$ cat src/rtl/traffic_ctrl_sensor.sv
// traffic_ctrl_sensor: highway/country traffic-light controller with vehicle sensor,
// bounded country green, all-red clearance and night flash mode.
module traffic_ctrl_sensor #(
   parameter int CW       = 4,
   parameter int T_HG     = 6,
   parameter int T_HY     = 3,
   parameter int T_AR     = 1,
   parameter int T_CG_MIN = 2,
   parameter int T_CG_MAX = 8,
   parameter int T_CY     = 3,
   parameter int T_FL     = 2
) (
   input  logic          clk,
   input  logic          reset,
   input  logic          car_wait,
   input  logic          flash,
   output logic [CW-1:0] counter,
   output logic [2:0]    traffic_state,
   output logic          H_R,
   output logic          H_Y,
   output logic          H_G,
   output logic          C_R,
   output logic          C_Y,
   output logic          C_G
);
   typedef enum logic [2:0] {HG, HY, AR1, CG, CY, AR2, FL, BAD} state_t;
   localparam logic [CW-1:0] L_HG    = CW'(T_HG - 1);
   localparam logic [CW-1:0] L_HY    = CW'(T_HY - 1);
   localparam logic [CW-1:0] L_AR    = CW'(T_AR - 1);
   localparam logic [CW-1:0] L_CGMIN = CW'(T_CG_MIN - 1);
   localparam logic [CW-1:0] L_CGMAX = CW'(T_CG_MAX - 1);
   localparam logic [CW-1:0] L_CY    = CW'(T_CY - 1);
   localparam logic [CW-1:0] L_FL    = CW'(T_FL - 1);
   state_t        r_state, w_nxt, w_tgt;
   logic [CW-1:0] r_cnt, w_cnt;
   logic          r_phase, w_phase, w_done;
   logic [5:0]    r_lamps;
   // lamp vector order: {H_R, H_Y, H_G, C_R, C_Y, C_G}
   function automatic logic [5:0] lamps(state_t s, logic p);
      case (s)
         HY:       lamps = 6'b010100;
         AR1, AR2: lamps = 6'b100100;
         CG:       lamps = 6'b100001;
         CY:       lamps = 6'b100010;
         FL:       lamps = {1'b0, p, 2'b00, p, 1'b0};
         default:  lamps = 6'b001100;
      endcase
   endfunction
   always_comb begin
      w_done = 1'b1;
      w_tgt  = HG;
      case (r_state)
         HG:  begin w_done = (r_cnt == L_HG) && car_wait; w_tgt = HY; end
         HY:  begin w_done = r_cnt == L_HY; w_tgt = AR1; end
         AR1: begin w_done = r_cnt == L_AR; w_tgt = CG; end
         CG:  begin w_done = (r_cnt == L_CGMAX) || (r_cnt >= L_CGMIN && !car_wait); w_tgt = CY; end
         CY:  begin w_done = r_cnt == L_CY; w_tgt = AR2; end
         AR2: begin w_done = r_cnt == L_AR; w_tgt = HG; end
         FL:  w_tgt = AR2;
         default: w_tgt = HG;
      endcase
      w_nxt   = flash ? FL : (w_done ? w_tgt : r_state);
      w_phase = flash;
      w_cnt   = '0;
      if (flash && r_state == FL) begin
         w_cnt   = (r_cnt == L_FL) ? '0 : r_cnt + 1'b1;
         w_phase = r_phase ^ (r_cnt == L_FL);
      end else if (w_nxt == r_state)
         w_cnt = (r_state == HG && r_cnt == L_HG) ? r_cnt : r_cnt + 1'b1;
   end
   always_ff @(posedge clk or posedge reset) begin
      if (reset) begin
         r_state <= HG;
         r_cnt   <= '0;
         r_phase <= 1'b0;
         r_lamps <= 6'b001100;
      end else begin
         r_state <= w_nxt;
         r_cnt   <= w_cnt;
         r_phase <= w_phase;
         r_lamps <= lamps(w_nxt, w_phase);
      end
   end
   assign counter       = r_cnt;
   assign traffic_state = r_state;
   assign {H_R, H_Y, H_G, C_R, C_Y, C_G} = r_lamps;
endmodule

$ cat config.mk
export PLATFORM = sky130hd
export DESIGN_NAME = traffic_ctrl_sensor
export DESIGN_NICKNAME = d
export VERILOG_FILES = /design/src/rtl/traffic_ctrl_sensor.sv
export SDC_FILE = /design/constraint.sdc
export NUM_CORES = 1
export LEC_CHECK = 0
export CORE_UTILIZATION = 48
export CTS_BUF_LIST = sky130_fd_sc_hd__clkbuf_2
export DETAILED_ROUTE_END_ITERATION = 16
export PLACE_DENSITY_LB_ADDON = 0.3
export SLEW_MARGIN = 20
export SYNTH_ARGS = -nofsm -noshare
export SYNTH_HDL_FRONTEND = slang
export SYNTH_SLANG_ARGS = --single-unit
$ cat constraint.sdc
create_clock -name clk -period 1.8 [get_ports clk]
set_input_delay 0.36 -clock clk [delete_from_list [all_inputs] [get_ports clk]]
set_output_delay 0.36 -clock clk [all_outputs]
set_load 0.01 [all_outputs]
[After elaboration in Yosys (flattened, before gate mapping)]
Cells that the tools add are included.
W data, S select, Z words.
Operators by class
  add/subtract/negate cells: 1
  magnitude comparators: 1
  equality and inequality tests: 18
  muxes and demuxes: 10
  bitwise gates (word level): 1
  reduce and logical (&&, ||, !) cells: 12
Operators with widths (count)
  $pmux W6 S5: 1
  $eq A3 B3 Y1 const B: 6
  $mux W4: 4
  $pmux W3 S5: 1
  $eq A3 B2 Y1 const B: 4
  $eq A4 B3 Y1 const B: 2
  $reduce_or A2 Y1: 4
  $eq A3 B1 Y1 const B: 2
  $mux W3: 2
  $add A4 B1 Y4 const B: 1
  $eq A4 B1 Y1 const B: 1
  $eq A4 B2 Y1 const B: 1
  $ge A4 B1 Y1 const B: 1
  $logic_and A1 B1 Y1: 4
  $logic_not A4 Y1: 1
  $pmux W1 S4: 1
  $eq A3 B3 Y1: 1
  $logic_not A3 Y1: 1
  $ne A3 B3 Y1 const B: 1
  $logic_not A1 Y1: 1
  $logic_or A1 B1 Y1: 1
  $mux W1: 1
  $xor A1 B1 Y1: 1
Storage, ports and cells
  bits in registers: 14
  input port bits: 4
  output and inout port bits: 13
  word-level logic and storage cells: 47

[Logic depth before layout (Yosys ltp)]
Gate-level depths: netlist of run 1.
  depth after elaboration: 9
  depth in mapped cells: 7
  mapped depth without buffers: 7

[Worst setup path after synthesis of run 1]
OpenSTA, ideal clock, no wires.
  path type: reg-to-reg
  start: register r_cnt[1] (netlist: counter[1])
  end: register r_lamps[2]
  setup time: 0.075 ns
  data arrival time: 1.819 ns
  data required time: 1.725 ns
  path slack: -0.094 ns
  stages on the path, launching flop included: 8
  buffers on the path: 0
  period minus slack after synthesis: 1.894 ns
  cell sequence: dfrtp_1 > inv_1 > ha_1 > nor4b_2 > a22o_1 > nor3_4 > mux2i_1 > mux2i_1
On the way
  longest elaborated chain between the ends: 9
  elaborated cells between the ends (all ways): 19
  classes of those cells: 1 x order compare; 9 x eq/ne; 4 x mux; 5 x reduce/logical
RTL lines
  from (decl): line 35  | logic [CW-1:0] r_cnt, w_cnt;
  from (signal assigned): line 79  | r_cnt <= w_cnt;
  $ge A4 B1 Y1: line 56  | CG: begin w_done = (r_cnt == L_CGMAX) || (r_cnt >= L_CGMIN && !car_wait); w_tgt = CY; end
  $logic_and A1 B1 Y1: line 56
  $logic_or A1 B1 Y1: line 56
  $pmux W1 S4 *: line 52  | case (r_state)
  $mux W3 * (2 in a row): line 62  | w_nxt = flash ? FL : (w_done ? w_tgt : r_state);
  $eq A3 B2 Y1 / $eq A3 B3 Y1 (equally long branches): line 40  | case (s)
  $reduce_or A2 Y1: line 40
  $pmux W6 S5 *: line 40
  to (signal assigned): line 81  | r_lamps <= lamps(w_nxt, w_phase);
  to (decl): line 37  | logic [5:0] r_lamps;
Every way passes the cells marked *; elsewhere a longest branch is shown, timed or not.
A chain may end at the register's enable or synchronous reset.

[Worst setup path in the final report of run 1]
  start: register r_cnt[0] (netlist: counter[0])
  end: register r_lamps[3]
Same word-level chain as after synthesis.

==> qor.txt, run 1 <==
Final HPWL DP -> 1670 µm
synthesized cell area -> 922 µm²
clock slew at reported path FFs -> 0.14 ns
latest clock arrival within the worst-skew pair -> 0.30 ns
WL per Instance -> 19.3 µm
Highest Clock Rate -> 482 MHz
core outline area -> 1760 µm²
Worst IR Drop VDD -> 1110 µV
clock period minus worst slack -> 2.08 ns
PnR worst setup slack -> -0.276 ns
reg-to-reg critical path endpoint -> r_lamps[3]
average footprint of a synthesized cell -> 10.4 µm²
syn_nets -> 97
outcome -> finished, violations left
count of flip-flops with a built-in enable after synthesis -> 0
setup tns final -> -1.76 ns
normalized max-slew margin -> 62.9%
maximum number of pins on one net before global-route repair -> 15
maximum clock insertion buffer count -> 2
number of slew-limit violations in the final report -> 0
share of cells above drive strength 1 -> 53.0%
Num Clock Sinks -> 14
worst slew pin tran -> 0.555 ns
total clock buffers created by CTS -> 3
via count of the first global-routing pass -> 862
number of failing setup endpoints in the final timing report -> 14
root buf cell -> sky130_fd_sc_hd__clkbuf_2
beginning of the worst register-to-register path -> counter[0]
Die Area -> 2100 µm²
count of TritonRoute iterations in the first routing pass -> 4
number of vias per cell after detailed routing -> 5.99
Synth Instances -> 89
GRT Residual Overflow -> 0
boundary pin count -> 17
number of cell instances on the worst register-to-register path -> 7
R2R setup slack -> -0.28 ns
Worst Clk Skew -> 0.00299 ns
Residual DRC -> 0
#FFs+latches synth -> 14
synthesis-to-finish area growth -> 64.0%
overall die height -> 45.8 µm
antenna violations before repair -> 0
Max Cap Violations -> 0
yosys warns -> 0
share of the clock period used by the worst path after layout -> 115%
number of placement rows -> 15
residual antenna-violating net count after detailed routing -> 0
most used routing layer in global routing -> met2
Initial Utilization -> 52.3%
routing usage on met3 -> 7.14%
number of buffers inserted by port buffering -> 16
LEAKAGE -> 0.655 nW
critical path data required time -> 2.02 ns
overall via count from detail_route -> 953
path type of the worst min-delay path -> input port to asynchronous set/reset pin
global-route wire length before repair -> 3860 µm
commonest non-fill, non-tap cells in the layout -> sky130_fd_sc_hd__buf_4, sky130_fd_sc_hd__clkdlybuf4s50_1, sky130_fd_sc_hd__inv_1
final instance area -> 1510 µm²
startpoint type of the worst setup path -> flip-flop
sequential cell area fraction in the yosys report -> 38.3%
met2 routing resource usage after global routing -> 45.7%
final weighted congestion in routability-driven placement -> 0.821
initial detailed-routing violation count -> 41
Post-Route WL -> 3060 µm
highest fanout seen on the critical path -> 4
endpoints failing hold -> 0
worst endpoint data arrival time -> 2.30 ns
fillcell total -> 90
cell area reported after detailed placement -> 1260 µm²
Primary FF master, synth -> sky130_fd_sc_hd__dfrtp_1
endpoint type of the worst setup path -> flip-flop
Async SR Flop Fraction -> 100%
total track usage -> 26.1%
most common cell after layout, fill and taps aside -> sky130_fd_sc_hd__buf_4
met1 global-route usage -> 30.1%
Final nets -> 143
number of H-tree levels -> 1
antenna cell count -> 0
violations in the final reports -> setup timing
RSZ-0062 raised after global routing -> true
pwr/cell area -> 1540 nW/µm²
chip width -> 45.8 µm
kind of critical path -> flip-flop to flip-flop
TritonCTS clock tree -> yes
Place WS -> -0.258 ns
unique cell type count in the Yosys netlist -> 42
-- sequential cells by signal, indices dropped and copies added (netlist names) --
name	count
counter	4
r_lamps	6
r_phase	1
traffic_state	3
-- stage by stage --
step / util (%) / power (W) / hold slack, ns / cells
floorplan: - / 0.00127 / 0.248 / 89
global placement: 71.4 / 0.00172 / 0.617 / 145
detailed placement: 71.4 / 0.00177 / 0.632 / 145
CTS: 78.5 / 0.00207 / 0.415 / 155
global route: 85.7 / 0.00242 / 0.454 / 159
finish: 85.7 / 0.00233 / 0.400 / 159
-- synth_stat cells (2+ instances only) --
library cell / instances / share of area [%]
sky130_fd_sc_hd__nor2_1: 2 / 0.81
sky130_fd_sc_hd__a21oi_1: 3 / 1.6
sky130_fd_sc_hd__dfstp_2: 2 / 5.7
sky130_fd_sc_hd__ha_1: 4 / 5.4
sky130_fd_sc_hd__a21oi_4: 2 / 3.5
sky130_fd_sc_hd__inv_1: 10 / 4.1
sky130_fd_sc_hd__dfrtp_1: 12 / 33
sky130_fd_sc_hd__nand2_1: 4 / 1.6
sky130_fd_sc_hd__o21ai_1: 2 / 1.1
sky130_fd_sc_hd__nand2b_1: 3 / 2.0
sky130_fd_sc_hd__nand3b_1: 4 / 3.3
sky130_fd_sc_hd__o22ai_1: 2 / 1.4
sky130_fd_sc_hd__buf_2: 3 / 1.6
sky130_fd_sc_hd__nand3_1: 2 / 1.1
sky130_fd_sc_hd__mux2i_1: 3 / 3.3
sky130_fd_sc_hd__o21ai_0: 2 / 1.1
sky130_fd_sc_hd__or3b_1: 4 / 3.8
-- how the worst max path moves through the flow --
stage               start          to
2_1_floorplan  counter[0]  r_lamps[2]
4_1_cts        counter[1]  counter[3]
6_report       counter[0]  r_lamps[3]
5_1_grt        counter[1]  r_lamps[3]
3_5_place_dp     car_wait  r_lamps[0]
3_3_place_gp     car_wait  r_lamps[2]
-- area by class of cell --
cell class,instances,area [µm²],area share [%]
Sequential cell,14,360,23.8
Tap cell,25,31.3,2.07
Clock inverter,1,3.75,0.248
Multi-Input combinational cell,60,654,43.3
Timing Repair Buffer,46,405,26.8
Inverter,10,42.5,2.81
Clock buffer,3,15.0,0.993
-- worst max-delay path: stages (launching register included) --
cell and delay (ns):
sky130_fd_sc_hd__dfrtp_2 0.48, sky130_fd_sc_hd__inv_4 0.09, sky130_fd_sc_hd__ha_4 0.13, sky130_fd_sc_hd__nor3b_4 0.25
sky130_fd_sc_hd__o21ai_0 0.16, sky130_fd_sc_hd__a211oi_2 0.44, sky130_fd_sc_hd__nand2_1 0.20, sky130_fd_sc_hd__a21oi_1 0.23
-- metal layers --
layer  share of wire, %  vias up
li1                   -      408
met1                 41      474
met2                 49       52
met3                5.5       19
met4                4.6        0
met5                  0        -
-- power by group --
part / internal [W] / total, W / leakage (nW) / switching (W)
Sequential: 0.000435 / 0.000560 / 0.163 / 0.000125
Clock: 0.0000482 / 0.000158 / 0.0140 / 0.000109
Combinational: 0.000838 / 0.00162 / 0.478 / 0.000779
Total: 0.00132 / 0.00233 / 0.655 / 0.00101
-- repair_timing --
action,in CTS,in global routing
cloned,0,0
pin swaps,8,13
hold buffers,0,0
endpoints found under the setup margin,16,18
hold endpoints to repair,0,0
buffers inserted,6,5
gates resized for setup,17,23
-- cells by family (layout without fill, tap and decap cells) --
group | Yosys count | in the layout | synth area share [%]
XOR/XNOR | 1 | 1 | 0.950
buffers and inverters | 15 | 60 | 7.73
AND/OR/NAND/NOR | 29 | 29 | 23.5
multiplexers | 4 | 4 | 4.88
adder cells (fa/ha/maj) | 4 | 4 | 5.43
AO/OA/AOI/OAI | 22 | 22 | 19.3
flip-flops | 14 | 14 | 38.3
Note: power is estimated with default switching activity, not from simulation.
==> run 2, diff against run 1 <==
--- a/config.mk
+++ b/config.mk
@@ -5,10 +5,11 @@
 export SDC_FILE = /design/constraint.sdc
 export NUM_CORES = 1
 export LEC_CHECK = 0
-export CORE_UTILIZATION = 48
+export CORE_UTILIZATION = 45
 export CTS_BUF_LIST = sky130_fd_sc_hd__clkbuf_2
 export DETAILED_ROUTE_END_ITERATION = 16
-export PLACE_DENSITY_LB_ADDON = 0.3
+export PLACE_DENSITY = 0.81
+export SKIP_LAST_GASP = 1
 export SLEW_MARGIN = 20
 export SYNTH_ARGS = -nofsm -noshare
 export SYNTH_HDL_FRONTEND = slang
==> qor.txt, run 2 (synthesis results as in run 1) <==
initial detailed-routing violation count -> 12 (was 41)
TritonCTS clock tree -> yes (unchanged)
Highest Clock Rate -> 516 MHz (was 482 MHz)
share of cells above drive strength 1 -> 48.0% (was 53.0%)
root buf cell -> sky130_fd_sc_hd__clkbuf_2 (unchanged)
Max Cap Violations -> 0 (unchanged)
GRT Residual Overflow -> 0 (unchanged)
number of slew-limit violations in the final report -> 0 (unchanged)
pwr/cell area -> 1500 nW/µm² (was 1540 nW/µm²)
outcome -> finished, violations left (unchanged)
LEAKAGE -> 0.620 nW (was 0.655 nW)
beginning of the worst register-to-register path -> counter[0] (unchanged)
largest reg by FF count -> r_lamps (unchanged)
Placed Cells incl. Taps -> 143 (was 145)
Hold Buf Count CTS -> 0 (unchanged)
number of failing setup endpoints in the final timing report -> 13 (was 14)
reg-to-reg critical path endpoint -> r_lamps[2] (was r_lamps[3])
number of vias per cell after detailed routing -> 5.36 (was 5.99)
violations in the final reports -> setup timing (unchanged)
total clock buffers created by CTS -> 3 (unchanged)
most common cell after layout, fill and taps aside -> sky130_fd_sc_hd__buf_4 (unchanged)
final weighted congestion in routability-driven placement -> 0.883 (was 0.821)
worst endpoint data arrival time -> 2.18 ns (was 2.30 ns)
commonest non-fill, non-tap cells in the layout -> sky130_fd_sc_hd__buf_4, sky130_fd_sc_hd__clkdlybuf4s50_1, sky130_fd_sc_hd__inv_1 (unchanged)
endpoints failing hold -> 0 (unchanged)
synthesis-to-finish area growth -> 55.4% (was 64.0%)
Non-Filler Instances -> 154 (was 159)
Final nets -> 136 (was 143)
normalized max-slew margin -> 64.2% (was 62.9%)
maximum number of pins on one net before global-route repair -> 15 (unchanged)
Die Area -> 2230 µm² (was 2100 µm²)
number of buffers inserted by port buffering -> 16 (unchanged)
number of placement rows -> 16 (was 15)
launch point of the worst path -> counter[0] (unchanged)
total track usage -> 22.0% (was 26.1%)
worst slew pin tran -> 0.537 ns (was 0.555 ns)
count of TritonRoute iterations in the first routing pass -> 4 (unchanged)
latest clock arrival within the worst-skew pair -> 0.30 ns (about the same)
Num Clock Sinks -> 14 (unchanged)
global-route wire length before repair -> 3350 µm (was 3860 µm)
overall die height -> 47.3 µm (was 45.8 µm)
Worst IR Drop VDD -> 954 µV (was 1110 µV)
endpoint type of the worst setup path -> flip-flop (unchanged)
Initial Utilization -> 47.5% (was 52.3%)
boundary pin count -> 17 (unchanged)
clock period minus worst slack -> 1.94 ns (was 2.08 ns)
antenna cell count -> 0 (unchanged)
Post-Route WL -> 2350 µm (was 3060 µm)
overall via count from detail_route -> 826 (was 953)
startpoint type of the worst setup path -> flip-flop (unchanged)
number of cell instances on the worst register-to-register path -> 7 (unchanged)
cell area reported after detailed placement -> 1230 µm² (was 1260 µm²)
residual antenna-violating net count after detailed routing -> 0 (unchanged)
WL per Instance -> 15.3 µm (was 19.3 µm)
Tot Pwr -> 0.00215 W (was 0.00233 W)
Final HPWL DP -> 1540 µm (was 1670 µm)
clock slew at reported path FFs -> 0.14 ns (about the same)
Residual DRC -> 0 (unchanged)
final instance area -> 1430 µm² (was 1510 µm²)
antenna violations before repair -> 0 (unchanged)
max reg flops -> 6 (unchanged)
path type of the worst min-delay path -> input port to asynchronous set/reset pin (unchanged)
RSZ-0062 raised after global routing -> true (unchanged)
share of the clock period used by the worst path after layout -> 108% (was 115%)
PnR worst setup slack -> -0.140 ns (was -0.276 ns)
highest fanout seen on the critical path -> 4 (unchanged)
R2R setup slack -> -0.14 ns (was -0.28 ns)
number of H-tree levels -> 1 (unchanged)
via count of the first global-routing pass -> 764 (was 862)
chip width -> 47.3 µm (was 45.8 µm)
critical path data required time -> 2.04 ns (was 2.02 ns)
utilization after layout -> 73.8% (was 85.7%)
maximum clock insertion buffer count -> 2 (unchanged)
kind of critical path -> flip-flop to flip-flop (unchanged)
Worst Clk Skew -> 0.00242 ns (was 0.00299 ns)
end of the critical path -> r_lamps[2] (was r_lamps[3])
core outline area -> 1940 µm² (was 1760 µm²)
[run 2: area by class of cell]
cell class	instances	area [µm²]
inverter	10	42.5
clock buffer	3	15.0
clock inverter	1	3.75
tap	27	33.8
multi-input combinational	60	631
sequential	14	360
timing repair buffer	39	347
fill	124	509
[run 2: per-stage QoR]
stage	worst slack [ns]	setup TNS [ns]	hold slack, ns
6_report	-0.140	-1.08	0.376
5_1_grt	-0.200	-1.95	0.415
4_1_cts	-0.112	-1.11	0.390
3_5_place_dp	-0.267	-2.49	0.652
3_3_place_gp	-0.209	-1.98	0.620
2_1_floorplan	-0.0370	-0.0587	0.248
[run 2: worst min path at each step]
| stage | start | to | depth (start not counted) |
|---|---|---|---|
| floorplan | reset | counter[2] | 1 |
| global placement | r_phase | r_phase | 4 |
| detailed placement | counter[0] | counter[0] | 2 |
| CTS | reset | counter[3] | 2 |
| global route | reset | counter[3] | 2 |
| finish | reset | counter[3] | 2 |
[run 2: worst max-delay path, stage by stage (launching register included)]
cell and delay, ns:
sky130_fd_sc_hd__dfrtp_2 0.48, sky130_fd_sc_hd__inv_2 0.09, sky130_fd_sc_hd__ha_4 0.12, sky130_fd_sc_hd__or3b_4 0.40
sky130_fd_sc_hd__a21oi_4 0.21, sky130_fd_sc_hd__nor3_4 0.09, sky130_fd_sc_hd__mux2i_2 0.27, sky130_fd_sc_hd__mux2i_1 0.22
[run 2: layer usage]
layer / GRT usage, % / up-vias / wire length, µm
met5: 0 / - / 0
met4: 8.57 / 0 / 54
met3: 6.15 / 6 / 95
met2: 38.6 / 22 / 1260
met1: 24.9 / 405 / 937
li1: - / 393 / -
[run 2: timing repair]
item,4_1_cts,5_1_grt
hold endpoints to repair,0,0
buffers inserted,4,3
pin swaps,10,4
resized for setup,20,11
setup endpoints to repair,18,17
[run 2: power by group]
part / internal (W) / switching (W) / leakage, nW
combinational: 0.000773 / 0.000680 / 0.443
sequential: 0.000435 / 0.000101 / 0.163
clock: 0.0000482 / 0.000110 / 0.0140
==> run 3, diff against run 2 <==
--- a/config.mk
+++ b/config.mk
@@ -7,6 +7,7 @@
 export LEC_CHECK = 0
 export CORE_UTILIZATION = 45
 export CTS_BUF_LIST = sky130_fd_sc_hd__clkbuf_2
+export CTS_CLUSTER_DIAMETER = 60
 export DETAILED_ROUTE_END_ITERATION = 16
 export PLACE_DENSITY = 0.81
 export SKIP_LAST_GASP = 1
==> results of run 3 <==
The final DEF is identical to that of run 2; final timing and power are the same.
